## src/rtl/vip_stream_out_if.sv

```systemverilog
// -----------------------------------------------------------------------------
// vip_stream_out_if
//
// Framed video stream leaving the VIP output stage. It carries one pixel per
// beat with valid/ready flow control and frame/line markers.
//
// Signals:
//   m_data   pixel (DWIDTH bits), stable while m_valid & !m_ready
//   m_valid  beat present; never depends on m_ready in the same cycle
//   m_ready  sink can take the beat
//   m_sof    first pixel of a frame   (qualified by m_valid)
//   m_eol    last pixel of a line     (qualified by m_valid)
//   m_eof    last pixel of a frame    (qualified by m_valid)
//
// Modports:
//   master  driven by vip_stream_out
//   slave   driven by the downstream consumer
// -----------------------------------------------------------------------------
interface vip_stream_out_if #(
  parameter int DWIDTH = 24
) ();

  logic [DWIDTH-1:0] m_data;
  logic              m_valid;
  logic              m_ready;
  logic              m_sof;
  logic              m_eol;
  logic              m_eof;

  modport master (
    output m_data,
    output m_valid,
    output m_sof,
    output m_eol,
    output m_eof,
    input  m_ready
  );

  modport slave (
    input  m_data,
    input  m_valid,
    input  m_sof,
    input  m_eol,
    input  m_eof,
    output m_ready
  );

endinterface : vip_stream_out_if

```

## src/rtl/vip_stream_out.sv

```systemverilog
// -----------------------------------------------------------------------------
// vip_stream_out
//
// Output stage of the VIP pipeline. It drains the vip_top output FIFO (read
// data valid one cycle after the pop) and emits a framed valid/ready stream
// with start-of-frame, end-of-line and end-of-frame markers. A run covers
// num_frame frames of width x height pixels; num_frame = 0 streams forever.
//
// Optional feature macro: VIP_STREAM_UNDERRUN_EN
//   When defined, the underrun_cnt port exists and counts ACTIVE cycles in
//   which the sink was ready but no pixel was available (saturating at
//   0xFFFF, cleared at the start of every run).
//
// Ports:
//   clock        sole clock, rising edge
//   reset        asynchronous, active-low reset
//   enable       run request (level); ignored once a run is in progress
//   width        pixels per line, latched at start
//   height       lines per frame, latched at start
//   num_frame    frames per run (0 = forever), latched at start
//   fifo_data    FIFO read data, valid the cycle after fifo_rdreq
//   fifo_rdreq   FIFO pop
//   fifo_empty   FIFO empty flag
//   m            output stream (vip_stream_out_if.master)
//   frame_done   one-cycle pulse in the cycle after the m_eof beat is taken
//   busy         high while a run is ACTIVE
//   underrun_cnt stall counter (only with VIP_STREAM_UNDERRUN_EN)
// -----------------------------------------------------------------------------
module vip_stream_out #(
  parameter int DWIDTH = 24,
  parameter int WWIDTH = 11
) (
  input  logic              clock,
  input  logic              reset,
  input  logic              enable,
  input  logic [WWIDTH-1:0] width,
  input  logic [WWIDTH-1:0] height,
  input  logic [WWIDTH-1:0] num_frame,
  input  logic [DWIDTH-1:0] fifo_data,
  output logic              fifo_rdreq,
  input  logic              fifo_empty,
  vip_stream_out_if.master  m,
  output logic              frame_done,
  output logic              busy
`ifdef VIP_STREAM_UNDERRUN_EN
  ,
  output logic [15:0]       underrun_cnt
`endif
);

  localparam logic [WWIDTH-1:0] ONE = WWIDTH'(1);

  typedef enum logic [1:0] {
    ST_IDLE   = 2'd0,
    ST_ACTIVE = 2'd1,
    ST_DONE   = 2'd2
  } state_t;

  state_t state_q, state_d;

  // Geometry captured at start; input changes during a run are ignored.
  logic [WWIDTH-1:0] width_q, height_q, nframe_q;

  // Request side: position of the next pixel to be popped from the FIFO.
  logic [WWIDTH-1:0] rx_q, ry_q, rf_q;
  logic              req_done_q;   // final pixel of the run already popped

  // Output side: position of the pixel currently at the buffer head.
  logic [WWIDTH-1:0] ox_q, oy_q, of_q;

  // Two-entry skid buffer; entry 0 is the head that drives m_data.
  logic              pend_q;       // a pop issued last cycle, data arrives now
  logic [1:0]        cnt_q;
  logic [DWIDTH-1:0] buf_q [2];

  logic              frame_done_q;

  logic              start;
  logic              active;
  logic              out_valid;
  logic              accept;
  logic              o_last_x, o_last_y, o_last_f, o_eof;
  logic              r_last_x, r_last_y, r_last_f;
  logic [2:0]        occupancy;

  // ---------------------------------------------------------------------------
  // Decode
  // ---------------------------------------------------------------------------
  assign start  = (state_q == ST_IDLE) && enable &&
                  (width != '0) && (height != '0);
  assign active = (state_q == ST_ACTIVE);

  assign out_valid = (cnt_q != 2'd0);
  assign accept    = out_valid && m.m_ready;

  assign o_last_x = (ox_q == width_q - ONE);
  assign o_last_y = (oy_q == height_q - ONE);
  assign o_last_f = (nframe_q != '0) && (of_q == nframe_q - ONE);
  assign o_eof    = o_last_x && o_last_y;

  assign r_last_x = (rx_q == width_q - ONE);
  assign r_last_y = (ry_q == height_q - ONE);
  assign r_last_f = (nframe_q != '0) && (rf_q == nframe_q - ONE);

  // Slots that will be committed after this edge: entries held, plus the
  // read in flight, minus the head leaving this cycle. Discounting the
  // departing head is what allows a pop every cycle while the sink is ready;
  // with the sink stalled the total still caps at two, so the buffer never
  // overflows.
  assign occupancy = {1'b0, cnt_q} + {2'b00, pend_q} - {2'b00, accept};

  // ---------------------------------------------------------------------------
  // Stream outputs (all derived from registers, never from m_ready)
  // ---------------------------------------------------------------------------
  assign m.m_valid = out_valid;
  assign m.m_data  = buf_q[0];
  assign m.m_sof   = out_valid && (ox_q == '0) && (oy_q == '0);
  assign m.m_eol   = out_valid && o_last_x;
  assign m.m_eof   = out_valid && o_eof;

  assign frame_done = frame_done_q;

  // ---------------------------------------------------------------------------
  // FSM: state register
  // ---------------------------------------------------------------------------
  // NOTE: clocked state uses non-blocking assignments so every register
  // samples the pre-edge values of the others, independent of block order.
  always_ff @(posedge clock or negedge reset) begin
    if (!reset) begin
      state_q <= ST_IDLE;
    end else begin
      state_q <= state_d;
    end
  end

  // ---------------------------------------------------------------------------
  // FSM: next state and control outputs
  // ---------------------------------------------------------------------------
  // NOTE: every signal written here gets a default first, so no path leaves
  // one unassigned and no latch is inferred.
  always_comb begin
    state_d    = state_q;
    fifo_rdreq = 1'b0;
    busy       = 1'b0;

    unique case (state_q)
      ST_IDLE: begin
        if (start) begin
          state_d = ST_ACTIVE;
        end
      end

      ST_ACTIVE: begin
        busy       = 1'b1;
        fifo_rdreq = !fifo_empty && !req_done_q && (occupancy < 3'd2);
        // Only a finite run ends; num_frame = 0 keeps o_last_f low forever.
        if (accept && o_eof && o_last_f) begin
          state_d = ST_DONE;
        end
      end

      ST_DONE: begin
        if (!enable) begin
          state_d = ST_IDLE;
        end
      end

      default: begin
        state_d = ST_IDLE;
      end
    endcase
  end

  // ---------------------------------------------------------------------------
  // Geometry latch and position counters
  // ---------------------------------------------------------------------------
  always_ff @(posedge clock or negedge reset) begin
    if (!reset) begin
      width_q    <= '0;
      height_q   <= '0;
      nframe_q   <= '0;
      rx_q       <= '0;
      ry_q       <= '0;
      rf_q       <= '0;
      req_done_q <= 1'b0;
      ox_q       <= '0;
      oy_q       <= '0;
      of_q       <= '0;
    end else if (start) begin
      width_q    <= width;
      height_q   <= height;
      nframe_q   <= num_frame;
      rx_q       <= '0;
      ry_q       <= '0;
      rf_q       <= '0;
      req_done_q <= 1'b0;
      ox_q       <= '0;
      oy_q       <= '0;
      of_q       <= '0;
    end else begin
      // fifo_rdreq is only ever high in ACTIVE.
      if (fifo_rdreq) begin
        if (r_last_x) begin
          rx_q <= '0;
          if (r_last_y) begin
            ry_q <= '0;
            rf_q <= rf_q + ONE;
            if (r_last_f) begin
              req_done_q <= 1'b1;
            end
          end else begin
            ry_q <= ry_q + ONE;
          end
        end else begin
          rx_q <= rx_q + ONE;
        end
      end

      // Output position moves only on an accepted beat, which keeps the
      // markers stable while the sink stalls.
      if (accept) begin
        if (o_last_x) begin
          ox_q <= '0;
          if (o_last_y) begin
            oy_q <= '0;
            of_q <= of_q + ONE;
          end else begin
            oy_q <= oy_q + ONE;
          end
        end else begin
          ox_q <= ox_q + ONE;
        end
      end
    end
  end

  // ---------------------------------------------------------------------------
  // Read-latency buffer
  // ---------------------------------------------------------------------------
  // NOTE: the two buffer words are reset because the head drives m_data,
  // which must read 0 out of reset; a deeper store would not be reset.
  always_ff @(posedge clock or negedge reset) begin
    if (!reset) begin
      pend_q   <= 1'b0;
      cnt_q    <= 2'd0;
      buf_q[0] <= '0;
      buf_q[1] <= '0;
    end else begin
      pend_q <= fifo_rdreq;

      unique case ({pend_q, accept})
        2'b10: begin
          if (cnt_q == 2'd0) begin
            buf_q[0] <= fifo_data;
          end else begin
            buf_q[1] <= fifo_data;
          end
          cnt_q <= cnt_q + 2'd1;
        end

        2'b01: begin
          buf_q[0] <= buf_q[1];
          cnt_q    <= cnt_q - 2'd1;
        end

        2'b11: begin
          // Head leaves as new data lands: count stays, contents shift.
          if (cnt_q == 2'd1) begin
            buf_q[0] <= fifo_data;
          end else begin
            buf_q[0] <= buf_q[1];
            buf_q[1] <= fifo_data;
          end
        end

        default: begin
        end
      endcase
    end
  end

  // ---------------------------------------------------------------------------
  // Frame completion pulse
  // ---------------------------------------------------------------------------
  always_ff @(posedge clock or negedge reset) begin
    if (!reset) begin
      frame_done_q <= 1'b0;
    end else begin
      frame_done_q <= accept && o_eof;
    end
  end

`ifdef VIP_STREAM_UNDERRUN_EN
  // ---------------------------------------------------------------------------
  // Underrun counter
  // ---------------------------------------------------------------------------
  // Inside ACTIVE the output counters are never exhausted: the final m_eof
  // beat moves the FSM to DONE on the same edge, so ACTIVE alone qualifies.
  logic [15:0] underrun_q;

  always_ff @(posedge clock or negedge reset) begin
    if (!reset) begin
      underrun_q <= '0;
    end else if (start) begin
      underrun_q <= '0;
    end else if (active && m.m_ready && !out_valid && (underrun_q != 16'hFFFF)) begin
      underrun_q <= underrun_q + 16'd1;
    end
  end

  assign underrun_cnt = underrun_q;
`endif

endmodule : vip_stream_out

```

## src/flat_wrapper.sv

```systemverilog
// flat-port wrapper written by rule: the top's interface ports become plain ports
module vip_stream_out_flat 
#(
  parameter int DWIDTH = 24,
  parameter int WWIDTH = 11
)
  (clock, reset, enable, width, height, num_frame, fifo_data, fifo_rdreq, fifo_empty, frame_done, busy, m_m_data, m_m_valid, m_m_sof, m_m_eol, m_m_eof, m_m_ready);
  vip_stream_out_if #(.DWIDTH(DWIDTH)) m_i ();
  input  logic clock;
  input  logic reset;
  input  logic enable;
  input  logic [WWIDTH-1:0] width;
  input  logic [WWIDTH-1:0] height;
  input  logic [WWIDTH-1:0] num_frame;
  input  logic [DWIDTH-1:0] fifo_data;
  output logic fifo_rdreq;
  input  logic fifo_empty;
  output logic frame_done;
  output logic busy;
  output wire logic [$bits(m_i.m_data)-1:0] m_m_data;
  output wire logic [$bits(m_i.m_valid)-1:0] m_m_valid;
  output wire logic [$bits(m_i.m_sof)-1:0] m_m_sof;
  output wire logic [$bits(m_i.m_eol)-1:0] m_m_eol;
  output wire logic [$bits(m_i.m_eof)-1:0] m_m_eof;
  input wire logic [$bits(m_i.m_ready)-1:0] m_m_ready;
  assign m_m_data = m_i.m_data;
  assign m_m_valid = m_i.m_valid;
  assign m_m_sof = m_i.m_sof;
  assign m_m_eol = m_i.m_eol;
  assign m_m_eof = m_i.m_eof;
  assign m_i.m_ready = m_m_ready;
  vip_stream_out #(.DWIDTH(DWIDTH), .WWIDTH(WWIDTH)) u_core (.clock(clock), .reset(reset), .enable(enable), .width(width), .height(height), .num_frame(num_frame), .fifo_data(fifo_data), .fifo_rdreq(fifo_rdreq), .fifo_empty(fifo_empty), .m(m_i), .frame_done(frame_done), .busy(busy));
endmodule
```

## config.mk

```make
export PLATFORM = sky130hd
export DESIGN_NAME = vip_stream_out_flat
export DESIGN_NICKNAME = d
export VERILOG_FILES = /design/src/rtl/vip_stream_out_if.sv /design/src/rtl/vip_stream_out.sv /design/src/flat_wrapper.sv
export SDC_FILE = /design/constraint.sdc
export NUM_CORES = 1
export LEC_CHECK = 0
export CAP_MARGIN = 20
export CORE_MARGIN = 3
export CORE_UTILIZATION = 35
export DETAILED_ROUTE_END_ITERATION = 10
export SLEW_MARGIN = 30
export SYNTH_ARGS = -nofsm -noshare
export SYNTH_HDL_FRONTEND = slang
export SYNTH_SLANG_ARGS = --single-unit
export TNS_END_PERCENT = 30
```

## constraint.sdc

```tcl
create_clock -name clock -period 3.6 [get_ports clock]
set_clock_uncertainty 0.1 [all_clocks]
set_input_delay 0.36 -clock clock [delete_from_list [all_inputs] [get_ports clock]]
set_output_delay 0.36 -clock clock [all_outputs]
set_load 0.02 [all_outputs]
```

==> impl_results.md <==
- Maximum clock frequency: 0.288 GHz
- Number of remaining DRC errors: 0
- Kind of cell with the highest combined delay on the critical path: simple AND/OR/NAND/NOR gates
- Worst relative slew slack: 44.6%
- Grt ovf: 0
- Num ports: 93
- Count of final max-slew check failures: 0
- Average wire per standard cell: 16.8 um
- Startpoint kind of the worst setup timing path: flop
- Die Wd: 172 um
- Port buffer count: 92
- CTS tree: done
- Core area: 26500 sq um
- Pin count of the biggest net entering global routing: 73
- Nets in the synthesized netlist: 1167
- Maximum ir drop on the vdd rail: 0.000299 V
- Async SR Flop Fraction: 100%
- Average cell area after synthesis: 8.84 sq um
- Minimum clock period: 3.48 ns
- Hold slack final: 0.358 ns
- Drt first-iter violations: 699
- DR vias/cell: 5.45
- Worst R2R Start: u_core.width_q[0]
- Portion of synthesized cell area occupied by the leading cell type: 40.1%
- Post-synthesis to final-layout area growth: 23.4%
- Clock latency on the worst-skew pair: 0.43 ns
- Slowest stage cell on the critical path: sky130_fd_sc_hd__or4_4
- Power Total: 6.37 mW
- Critical-path cell list: buf_4 -> or3_1 -> buf_4 -> o31ai_1 -> o211a_1 -> nand4_1 -> or4_4 -> or4b_1 -> a21oi_1
- Post-detailed-route count of antenna-violating nets: 0
- Post-route clock period utilization: 96.5%
- Cell at the root of the clock tree: sky130_fd_sc_hd__clkbuf_16
- Min-delay src: num_frame[10]
- Reported max-cap violation count: 0
- Count of flip-flops with a built-in enable after synthesis: 0
- Total track usage: 17.6%
- Routability Congestion: 0.837
- RSZ-0062 raised after global routing: true
- Number of nets in the layout: 1264
- Global-route wire length before repair: 41800 um
- Number of clock buffers inserted by TritonCTS: 17
- Yosys warning count: 0
- Area taken by multi-input logic gates: 5260 sq um
- Vias in the first global route: 8025
- Post-Route WL: 25700 um
- Worst Path Required: 3.84 ns
- Outcome: finished, final reports clean
- Actual transition at the worst max-transition pin: 0.831 ns
- Most Frequent Cell on Critical Path: sky130_fd_sc_hd__buf_4
- Layout cell share with drive strength beyond 1: 15.5%
- Netlist area before placement: 9600 sq um
- Die Y: 172 um
- Number of filler cells placed in the layout: 2538
- Power density normalized to cell area: 538 nW/um^2
- Arrival time at the worst endpoint: 3.72 ns
- Critical Path Sink Type: flop
- Detailed-route via count: 8342
- Total number of H-tree levels: 4
- Top cells by area, synth: sky130_fd_sc_hd__dfrtp_1 40%, sky130_fd_sc_hd__nand2_1 6.7%, sky130_fd_sc_hd__xnor2_1 4.9%, sky130_fd_sc_hd__xor2_1 3.3%, sky130_fd_sc_hd__o21ai_0 3.1%
- Clk pin slew, worst setup/hold paths: 0.07 ns
- Final-report hold violation count: 0
- Number of endpoints failing setup at the final stage: 0
- Delay of the slowest critical-path stage: 0.70 ns
- Seq. cell area: 3850 sq um
- Post-synthesis sequential area ratio: 40.1%
- Number of rows created at floorplan: 59
- Hold WC Path Type: input pin to flop
- Pre-antenna DRT Iters: 5
- Initial Utilization: 36.2%
- Critical path startpoint: u_core.width_q[0]
- Hpwl dp: 18300 um
- Number of unique standard cell types used by synthesis: 73
- Number of antenna violations at the first check in global routing: 0
- Most instantiated flip-flop cell in the synthesis netlist: sky130_fd_sc_hd__dfrtp_1
- Leakage power: 4.99 nW
- Maximum buffer depth of the clock tree: 2
- Floorplan die area: 29500 sq um
- Cell count after synthesis: 1086
- Count of state elements after synthesis: 154
- Dominant cell type by area after synthesis: sky130_fd_sc_hd__dfrtp_1
- Number of sinks on the clock net: 154
- Category of the most critical setup path: flop to flop
- Highest net fanout along the worst path: 9
- Count of buffer and inverter cells on the critical path: 2
cell usage in the layout (no fill, tap or decap), types with 32 or more instances in the layout:
cell type and n:
sky130_fd_sc_hd__o21ai_0 60, sky130_fd_sc_hd__clkdlybuf4s50_1 88, sky130_fd_sc_hd__nand3_1 44, sky130_fd_sc_hd__xor2_1 36, sky130_fd_sc_hd__dfrtp_1 154, sky130_fd_sc_hd__or4_1 32
sky130_fd_sc_hd__nand2_1 169, sky130_fd_sc_hd__nor2_1 38, sky130_fd_sc_hd__buf_4 80, sky130_fd_sc_hd__a21oi_1 40, sky130_fd_sc_hd__xnor2_1 54
stage by stage:
step	cells	util, %	instance area [sq um]	setup TNS (ns)	setup slack, ns
floorplan	1086	-	9620	0	0.0168
global placement	1492	41.9	11100	-1.45	-0.109
detailed placement	1492	41.9	11100	-1.98	-0.145
global route	1531	44.7	11800	-0.0579	-0.0226
CTS	1529	44.3	11800	-0.0611	-0.0611
finish	1532	44.7	11800	0	0.125
sequential cells by signal (all words and copies together) (netlist names):
register / flops
u_core.of_q: 11
u_core.frame_done: 1
u_core.ox_q: 11
u_core.ry_q: 11
u_core.height_q: 11
u_core.rx_q: 11
u_core.buf_q: 24
u_core.cnt_q: 2
u_core.nframe_q: 11
u_core.state_q: 2
u_core.req_done_q: 1
u_core.pend_q: 1
u_core.m.m_data: 24
u_core.rf_q: 11
u_core.width_q: 11
u_core.oy_q: 11
cell type report:
type	instances	area share (%)
Tap cell	335	3.54
Clock inverter	15	1.42
Antenna cell	1	0.0211
Inverter	32	1.06
Clock buffer	17	3.59
Timing Repair Buffer	175	13.4
Sequential cell	154	32.5
Multi-Input combinational cell	803	44.5
tightest hold or removal path, stage by stage:
cell and delay (ns):
sky130_fd_sc_hd__clkdlybuf4s50_1 0.40, sky130_fd_sc_hd__nand2_1 0.06, sky130_fd_sc_hd__nand2_1 0.04
logic make-up after synthesis:
logic type,synth area share [%]
simple gates,24.2
compound gates,14.5
flops,40.1
buf+inv,6.40
xor+xnor,8.68
mux,3.44
fa+ha+maj,2.66
path summary, 6_finish.rpt:
path,slack (ns),cells past startpoint,end
max,0.12,9,u_core.ry_q[2]
min,0.36,3,u_core.nframe_q[10]
max reg2reg,0.12,9,u_core.ry_q[2]
min reg2reg,0.38,2,u_core.m.m_data[1]
max in group asynchronous,2.20,3,u_core.ox_q[7]
min in group asynchronous,0.39,2,u_core.nframe_q[1]
synth_stat cells (all sizes together) (8+ instances only):
cell and instances:
nand2 171, dfrtp 154, clkbuf 62, o21ai 60
xnor2 54, a21oi 44, nand3 44, nor2 40
or4 38, buf 37, xor2 36, inv 31
a22oi 26, nor4 25, mux2 24, nor3 23
nand4 19, ha 18, o31ai 18, or3 18
a31oi 15, and3 13, a2bb2oi 9, nor2b 8
repair_timing:
item,CTS,global route
pin swaps,3,2
gates cloned,2,0
hold buffers,1,0
resized for setup,10,22
setup buffers,2,1
endpoints found under the setup margin,18,31
hold endpoints to repair,70,0
per-layer routing:
layer	share of wire, %	track usage, %	vias to the layer above
met5	0	0	-
met4	1.8	5.53	0
met3	4.0	2.21	27
met2	44	26.9	191
met1	50	25.8	4045
li1	-	-	4079
power breakdown:
part	internal [mW]	leakage, nW	switching (mW)
Sequential	2.10	1.86	0.299
Clock	0.938	0.289	0.876
Combinational	1.06	2.84	1.10
Total	4.09	4.99	2.27
No activity file was read; power rests on OpenSTA's default activity.
